===== src/rtl/cal_core_mac_gen_if.sv =====
// ============================================================================
// Module : cal_core_mac_gen_if
// Desc   : Stream bundle for cal_core_mac_gen (vinput, M rows, beta, error).
// Rev    : 1.0
// ============================================================================
`default_nettype none
`timescale 1ns/1ps

interface cal_core_mac_gen_if #(
  parameter int A  = 4,
  parameter int VW = 32,
  parameter int MW = 8,
  parameter int BW = 8
) ();
  logic [VW-1:0]   vin_data;
  logic            vin_valid;
  logic            vin_last;
  logic            vin_ready;
  logic [A*MW-1:0] m_data;
  logic            m_valid;
  logic            m_last;
  logic            m_ready;
  logic [A*BW-1:0] beta;
  logic            beta_valid;
  logic            beta_ready;
  logic            frame_err;

  modport master (
    output vin_data, vin_valid, vin_last,
    input  vin_ready,
    output m_data, m_valid, m_last,
    input  m_ready,
    input  beta, beta_valid,
    output beta_ready,
    input  frame_err
  );

  modport slave (
    input  vin_data, vin_valid, vin_last,
    output vin_ready,
    input  m_data, m_valid, m_last,
    output m_ready,
    output beta, beta_valid,
    input  beta_ready,
    output frame_err
  );
endinterface

`default_nettype wire


===== src/rtl/cal_core_mac_gen.sv =====
// ============================================================================
// Module : cal_core_mac_gen
// Desc   : A-lane streaming MAC/beta core with vinput/M alignment FIFOs,
//          tlast cross-check and held beta output. Define CAL_CORE_MAC_SAT_EN
//          to saturate beta lanes instead of wrapping.
// Rev    : 1.0
// ============================================================================
`default_nettype none
`timescale 1ns/1ps

module cal_core_mac_gen #(
  parameter int A     = 4,
  parameter int VW    = 32,
  parameter int MW    = 8,
  parameter int ACCW  = 48,
  parameter int BW    = 8,
  parameter int SHIFT = 0,
  parameter int DEPTH = 16
) (
  input  wire logic       clk,
  input  wire logic       rst_n,
  cal_core_mac_gen_if.slave bus
);

  localparam int AW = $clog2(DEPTH);
  localparam int PW = VW + MW;

  typedef enum logic [1:0] {
    ST_ACC   = 2'd0,
    ST_DRAIN = 2'd1,
    ST_OUT   = 2'd2,
    ST_FLUSH = 2'd3
  } state_t;

  state_t r_state, w_state_nx;

  // vinput FIFO: entry = {last, data}
  logic [VW:0]     r_vmem [DEPTH];
  logic [AW:0]     r_vwp, r_vrp;
  logic            w_v_full, w_v_empty, w_v_push, w_v_pop;
  logic [VW:0]     w_v_head;
  logic [VW-1:0]   w_v_hdata;
  logic            w_v_hlast;

  // M-row FIFO: entry = {last, row}
  logic [A*MW:0]   r_mmem [DEPTH];
  logic [AW:0]     r_mwp, r_mrp;
  logic            w_m_full, w_m_empty, w_m_push, w_m_pop;
  logic [A*MW:0]   w_m_head;
  logic [A*MW-1:0] w_m_hdata;
  logic            w_m_hlast;

  logic                   w_take, w_err, w_load, w_release;
  logic                   r_drain_cnt, r_flush_m;
  logic                   r_p1_valid;
  logic signed [PW-1:0]   w_prod [A];
  logic signed [PW-1:0]   r_prod [A];
  logic signed [ACCW-1:0] r_acc  [A];
  logic [A*BW-1:0]        w_beta_nx, r_beta;
  logic                   r_beta_valid, r_frame_err;

  // Full/empty come from registered pointers only, so a same-cycle pop never frees a slot.
  assign w_v_full  = (r_vwp[AW] != r_vrp[AW]) && (r_vwp[AW-1:0] == r_vrp[AW-1:0]);
  assign w_v_empty = (r_vwp == r_vrp);
  assign w_v_push  = bus.vin_valid & ~w_v_full;
  assign w_v_head  = r_vmem[r_vrp[AW-1:0]];
  assign w_v_hdata = w_v_head[VW-1:0];
  assign w_v_hlast = w_v_head[VW];

  assign w_m_full  = (r_mwp[AW] != r_mrp[AW]) && (r_mwp[AW-1:0] == r_mrp[AW-1:0]);
  assign w_m_empty = (r_mwp == r_mrp);
  assign w_m_push  = bus.m_valid & ~w_m_full;
  assign w_m_head  = r_mmem[r_mrp[AW-1:0]];
  assign w_m_hdata = w_m_head[A*MW-1:0];
  assign w_m_hlast = w_m_head[A*MW];

  always_ff @(posedge clk) begin
    if (w_v_push) r_vmem[r_vwp[AW-1:0]] <= {bus.vin_last, bus.vin_data};
    if (w_m_push) r_mmem[r_mwp[AW-1:0]] <= {bus.m_last, bus.m_data};
  end

  always_ff @(posedge clk or negedge rst_n) begin
    if (!rst_n) begin
      r_vwp <= '0;
      r_vrp <= '0;
      r_mwp <= '0;
      r_mrp <= '0;
    end else begin
      if (w_v_push) r_vwp <= r_vwp + 1'b1;
      if (w_v_pop)  r_vrp <= r_vrp + 1'b1;
      if (w_m_push) r_mwp <= r_mwp + 1'b1;
      if (w_m_pop)  r_mrp <= r_mrp + 1'b1;
    end
  end

  always_ff @(posedge clk or negedge rst_n) begin
    if (!rst_n) r_state <= ST_ACC;
    else        r_state <= w_state_nx;
  end

  always_comb begin
    w_state_nx = r_state;
    w_v_pop    = 1'b0;
    w_m_pop    = 1'b0;
    w_take     = 1'b0;
    w_err      = 1'b0;
    w_load     = 1'b0;
    w_release  = 1'b0;
    case (r_state)
      ST_ACC: begin
        if (!w_v_empty && !w_m_empty) begin
          w_v_pop = 1'b1;
          w_m_pop = 1'b1;
          if (w_v_hlast != w_m_hlast) begin
            w_err      = 1'b1;
            w_state_nx = ST_FLUSH;
          end else begin
            w_take = 1'b1;
            if (w_v_hlast) w_state_nx = ST_DRAIN;
          end
        end
      end
      ST_DRAIN: begin
        if (r_drain_cnt) begin
          w_load     = 1'b1;
          w_state_nx = ST_OUT;
        end
      end
      ST_OUT: begin
        if (r_beta_valid && bus.beta_ready) begin
          w_release  = 1'b1;
          w_state_nx = ST_ACC;
        end
      end
      ST_FLUSH: begin
        // Only the stream that was still mid-frame is drained to its boundary.
        if (r_flush_m) begin
          if (!w_m_empty) begin
            w_m_pop = 1'b1;
            if (w_m_hlast) w_state_nx = ST_ACC;
          end
        end else begin
          if (!w_v_empty) begin
            w_v_pop = 1'b1;
            if (w_v_hlast) w_state_nx = ST_ACC;
          end
        end
      end
      default: w_state_nx = ST_ACC;
    endcase
  end

`ifdef CAL_CORE_MAC_SAT_EN
  localparam logic signed [ACCW-1:0] c_max = {{(ACCW-BW+1){1'b0}}, {(BW-1){1'b1}}};
  localparam logic signed [ACCW-1:0] c_min = {{(ACCW-BW+1){1'b1}}, {(BW-1){1'b0}}};
`endif

  for (genvar a = 0; a < A; a++) begin : g_lane
    logic [MW-1:0] w_m_lane;
    assign w_m_lane  = w_m_hdata[a*MW +: MW];
    assign w_prod[a] = {{MW{w_v_hdata[VW-1]}}, w_v_hdata} * {{VW{w_m_lane[MW-1]}}, w_m_lane};
`ifdef CAL_CORE_MAC_SAT_EN
    logic signed [ACCW-1:0] w_sh;
    assign w_sh = r_acc[a] >>> SHIFT;
    assign w_beta_nx[a*BW +: BW] = (w_sh > c_max) ? c_max[BW-1:0] :
                                   (w_sh < c_min) ? c_min[BW-1:0] : w_sh[BW-1:0];
`else
    assign w_beta_nx[a*BW +: BW] = BW'(r_acc[a] >>> SHIFT);
`endif
  end

  always_ff @(posedge clk or negedge rst_n) begin
    if (!rst_n) begin
      r_p1_valid   <= 1'b0;
      r_drain_cnt  <= 1'b0;
      r_flush_m    <= 1'b0;
      r_frame_err  <= 1'b0;
      r_beta       <= '0;
      r_beta_valid <= 1'b0;
      for (int a = 0; a < A; a++) begin
        r_prod[a] <= '0;
        r_acc[a]  <= '0;
      end
    end else begin
      r_p1_valid  <= w_take;
      r_frame_err <= w_err;
      r_drain_cnt <= (r_state == ST_DRAIN) ? ~r_drain_cnt : 1'b0;
      if (w_err) r_flush_m <= ~w_m_hlast;
      for (int a = 0; a < A; a++) begin
        if (w_take) r_prod[a] <= w_prod[a];
        // A mismatch discards the whole partial frame, including an in-flight product.
        if (w_err || w_release) r_acc[a] <= '0;
        else if (r_p1_valid)    r_acc[a] <= r_acc[a] + ACCW'(r_prod[a]);
      end
      if (w_load) begin
        r_beta       <= w_beta_nx;
        r_beta_valid <= 1'b1;
      end else if (w_release) begin
        r_beta_valid <= 1'b0;
      end
    end
  end

  assign bus.vin_ready  = ~w_v_full;
  assign bus.m_ready    = ~w_m_full;
  assign bus.beta       = r_beta;
  assign bus.beta_valid = r_beta_valid;
  assign bus.frame_err  = r_frame_err;

endmodule

`default_nettype wire


===== src/flat_wrapper.sv =====
// flat-port wrapper written by rule: the top's interface ports become plain ports
module cal_core_mac_gen_flat 
#(
  parameter int A     = 4,
  parameter int VW    = 32,
  parameter int MW    = 8,
  parameter int ACCW  = 48,
  parameter int BW    = 8,
  parameter int SHIFT = 0,
  parameter int DEPTH = 16
)
  (clk, rst_n, bus_vin_data, bus_vin_valid, bus_vin_last, bus_vin_ready, bus_m_data, bus_m_valid, bus_m_last, bus_m_ready, bus_beta, bus_beta_valid, bus_beta_ready, bus_frame_err);
  cal_core_mac_gen_if #(.A(A), .VW(VW), .MW(MW), .BW(BW)) bus_i ();
  input  wire logic clk;
  input  wire logic rst_n;
  input wire logic [$bits(bus_i.vin_data)-1:0] bus_vin_data;
  input wire logic [$bits(bus_i.vin_valid)-1:0] bus_vin_valid;
  input wire logic [$bits(bus_i.vin_last)-1:0] bus_vin_last;
  output wire logic [$bits(bus_i.vin_ready)-1:0] bus_vin_ready;
  input wire logic [$bits(bus_i.m_data)-1:0] bus_m_data;
  input wire logic [$bits(bus_i.m_valid)-1:0] bus_m_valid;
  input wire logic [$bits(bus_i.m_last)-1:0] bus_m_last;
  output wire logic [$bits(bus_i.m_ready)-1:0] bus_m_ready;
  output wire logic [$bits(bus_i.beta)-1:0] bus_beta;
  output wire logic [$bits(bus_i.beta_valid)-1:0] bus_beta_valid;
  input wire logic [$bits(bus_i.beta_ready)-1:0] bus_beta_ready;
  output wire logic [$bits(bus_i.frame_err)-1:0] bus_frame_err;
  assign bus_i.vin_data = bus_vin_data;
  assign bus_i.vin_valid = bus_vin_valid;
  assign bus_i.vin_last = bus_vin_last;
  assign bus_vin_ready = bus_i.vin_ready;
  assign bus_i.m_data = bus_m_data;
  assign bus_i.m_valid = bus_m_valid;
  assign bus_i.m_last = bus_m_last;
  assign bus_m_ready = bus_i.m_ready;
  assign bus_beta = bus_i.beta;
  assign bus_beta_valid = bus_i.beta_valid;
  assign bus_i.beta_ready = bus_beta_ready;
  assign bus_frame_err = bus_i.frame_err;
  cal_core_mac_gen #(.A(A), .VW(VW), .MW(MW), .ACCW(ACCW), .BW(BW), .SHIFT(SHIFT), .DEPTH(DEPTH)) u_core (.clk(clk), .rst_n(rst_n), .bus(bus_i));
endmodule

===== config.mk =====
export PLATFORM = sky130hd
export DESIGN_NAME = cal_core_mac_gen_flat
export DESIGN_NICKNAME = d
export VERILOG_FILES = /design/src/rtl/cal_core_mac_gen_if.sv /design/src/rtl/cal_core_mac_gen.sv /design/src/flat_wrapper.sv
export SDC_FILE = /design/constraint.sdc
export NUM_CORES = 1
export LEC_CHECK = 0
export BUFFER_PORTS_ARGS = -buffer_cell sky130_fd_sc_hd__buf_2
export CAP_MARGIN = 10
export CORE_ASPECT_RATIO = 0.9
export CORE_MARGIN = 2
export CORE_UTILIZATION = 67
export DETAILED_ROUTE_END_ITERATION = 10
export PLACE_DENSITY = 0.9
export SLEW_MARGIN = 10
export SYNTH_ARGS = -nofsm -noshare
export SYNTH_HDL_FRONTEND = slang
export SYNTH_SLANG_ARGS = --single-unit

===== constraint.sdc =====
create_clock -name clk -period 9.05 [get_ports clk]
set_input_delay 1.81 -clock clk [delete_from_list [all_inputs] [get_ports clk]]
set_output_delay 1.81 -clock clk [all_outputs]
set_load 0.03 [all_outputs]

==> results.yml <==
place:
  portBuffers: 82
  hpwl_um: 47200
  placed_area_sq_mm: 0.0364
  place_congestion: 0.812
  place_worst_setup_slack_ns: 2.23
yosys:
  ys_warn_count: 0
  yosysSeqAreaShare_pct: 65.9
  postSynthAreaPerCell_sq_um: 17.2
  synthArstFlopShare_pct: 15.5
  synthFlopType: "edfxtp_1"
  synth_cell_types: 62
  synth_top_area_share_pct: 57.2
  synth_edf_count: 672
  synth_area_leaders: "edfxtp_1, mux4_2, dfrtp_1, ha_1, fa_1"
  syn_inst: 2058
  netlist_area_sq_mm: 0.0353
  synth_top_area_cell: "edfxtp_1"
  syn_nets: 2299
  synth-seq-cells: 795
timing:
  hold_viol: 0
  setup_tns_ns: 0
  finalClockSkew_ns: 0.0243
  max_slew.worst_pin.slew_ns: 1.26
  period_needed_ns: 7.37
  fmax_mhz: 136
  final-setup-viol-count: 0
  finalWorstSetupSlack_ns: 1.68
  maxSlewViolCount: 0
  slew_headroom_pct: 16.1
  rsz0062_at_grt: "false"
  finalCritPeriodShare_pct: 81.5
critical_path:
  crit_type: "flip-flop to flip-flop"
  required_ns: 9.53
  startpoint_type: "flip-flop"
  crit_fanout: 29
  critPathBufInv: 5
  cp_slowest_cell: "clkinv_1"
  cp.arrival_ns: 7.85
  worst_path_most_repeated_cell: "xnor2_1"
  cp_cell_sequence: "buf_4 > clkinv_1 > nand2_1 > nand2_1 > o21ai_1 > or2_2 > fa_1 > inv_1 > ha_1 > ha_1 > inv_1 > fa_1 > inv_1 > ha_1 > a21o_1 > a21oi_1 > xnor2_1 > xnor2_1 > xnor2_1 > xnor2_1 > xor2_1 > o21ai_1"
  end_kind: "flip-flop"
  cp_top_family: "adder cells"
  cp_slowest_stage_delay_ns: 1.00
cts:
  htreeDepth: 3
  cts_resized: 0
  cts-root-buf: "clkbuf_16"
  cts_buffer_depth: 3
  post-cts-setup-buffers: 0
  cts_tree: "yes"
  numCtsBuffers: 75
  clock_latency_ns: 0.62
  clock-sinks: 795
  ctsHoldBuffers: 0
  clkSlewWorstSetupHoldPaths_ns: 0.06
cells_and_area:
  final_cell_area_sq_mm: 0.0388
  final_common_cell: "edfxtp_1"
  area_growth_pct: 10.0
  seq_area_sq_mm: 0.0233
  drive_above_1_share_pct: 22.3
  final.fill_count: 2798
  layout_common_cells: "edfxtp_1, mux4_2, nor2_1"
  multi_input_area_sq_mm: 0.0111
  final_nets: 2407
floorplanning:
  die_w_um: 246
  io_pins: 107
  start_util_pct: 68.0
  fp.dieArea_sq_mm: 0.0546
  die_h_um: 222
  coreArea_sq_mm: 0.0519
  rows: 79
grt:
  grt_antenna_before_repair: 6
  grt_pass1_vias: 20400
  grt_overflow: 0
  grt_usage_pct: 31.5
  grt_pass1_wl_um: 126000
  grt_start_max_net_pins: 77
routing:
  drt_iter0_drc: 2129
  firstDrtPassIters: 5
  ant_nets: 0
  via_per_inst: 6.62
  finalWirelength_um: 83100
  wl_per_cell_um: 28.5
  drc_errors: 0
  vias: 19300
hold_path:
  hold_path_class: "flip-flop to flip-flop"
status:
  run_status: "completed"
run:
  maxCapViolCount: 0
==> sequential cells by signal, summed over array words and instances (netlist names) <==
signal                 flops
u_core.bus.beta           32
u_core.bus.beta_valid      1
u_core.bus.frame_err       1
u_core.r_acc              32
u_core.r_drain_cnt         1
u_core.r_flush_m           1
u_core.r_mmem            528
u_core.r_mrp               5
u_core.r_mwp               5
u_core.r_p1_valid          1
u_core.r_prod             32
u_core.r_state             2
u_core.r_vmem            144
u_core.r_vrp               5
u_core.r_vwp               5
==> per-layer routing <==
| metal | up-vias | track usage [%] | part of all wire (%) |
|---|---|---|---|
| li1 | 7976 | - | - |
| met1 | 9885 | 40.7 | 36 |
| met2 | 1186 | 52.2 | 51 |
| met5 | - | 0 | 0.029 |
| met4 | 4 | 14.2 | 4.5 |
| met3 | 278 | 6.62 | 8.9 |
==> worst register-to-register path, stage by stage, from the launching register on <==
cell,delay [ns]
dfrtp_1,0.32
buf_4,0.42
clkinv_1,1.02
nand2_1,0.35
nand2_1,0.10
o21ai_1,0.86
or2_2,0.27
fa_1,0.42
inv_1,0.11
ha_1,0.24
ha_1,0.29
inv_1,0.07
fa_1,0.59
inv_1,0.07
ha_1,0.31
a21o_1,0.17
a21oi_1,0.22
xnor2_1,0.15
xnor2_1,0.46
xnor2_1,0.20
xnor2_1,0.24
xor2_1,0.26
o21ai_1,0.10
==> kinds of logic (layout without fill, tap and decap cells) <==
kind of cell	after synthesis	count (layout)	synth area share, %
other	0	5	0
adder cells (fa/ha/maj)	170	170	7.13
XOR/XNOR	114	114	2.89
multiplexers	248	248	13.4
buffers and inverters	212	380	2.90
AND/OR/NAND/NOR	371	371	4.60
flip-flops	795	795	65.9
AO/OA/AOI/OAI	148	148	3.19
==> cell type report <==
cell class	instances	area share [%]
multi-input combinational	1051	28.7
tap	688	2.22
inverter	122	1.18
antenna	5	0.0322
clock inverter	45	1.02
sequential	795	59.9
timing repair buffer	121	1.85
clock buffer	92	5.10
==> metrics by stage <==
step | hold WS [ns] | utilization (%) | instances
2_1_floorplan | 0.414 | - | 2058
3_3_place_gp | 0.428 | 70.2 | 2777
3_5_place_dp | 0.432 | 70.2 | 2777
4_1_cts | 0.438 | 74.8 | 2914
5_1_grt | 0.454 | 74.8 | 2918
6_report | 0.438 | 74.9 | 2919
==> synth_stat cells (3+ instances only) <==
library cell,number
edfxtp_1,672
mux4_2,173
nor2_1,147
nand2_1,126
dfrtp_1,123
ha_1,118
inv_1,117
xnor2_1,85
fa_1,52
a21oi_1,40
clkbuf_1,38
mux2i_1,37
mux2_2,35
xor2_1,27
and2_1,23
buf_2,20
o21ai_0,16
a22o_1,15
nand3_1,14
a221oi_2,13
nor2b_1,13
buf_4,12
o21bai_1,12
a22oi_1,10
nand2b_1,10
buf_6,9
a21o_1,8
nor3_1,8
or2_2,8
a211oi_1,6
nor4_1,6
a211o_1,5
buf_1,5
nand4_1,5
o21ai_1,5
buf_12,4
nor3b_1,4
o31ai_1,4
mux4_1,3
==> path summary, 6_finish.rpt <==
kind	slack, ns	depth (start not counted)	start	end
max reg2reg	1.68	22	u_core.r_mrp[3]	u_core.r_prod[127]
min	0.44	1	u_core.r_drain_cnt	u_core.r_drain_cnt
max	1.68	22	u_core.r_mrp[3]	u_core.r_prod[127]
max in group asynchronous	6.43	2	rst_n	u_core.r_vrp[0]
min reg2reg	0.44	1	u_core.r_drain_cnt	u_core.r_drain_cnt
min in group asynchronous	1.22	1	rst_n	u_core.bus.beta[16]
Power is not shown: default switching activity piles up to over one toggle a cycle in this logic, so the estimate is an artifact.
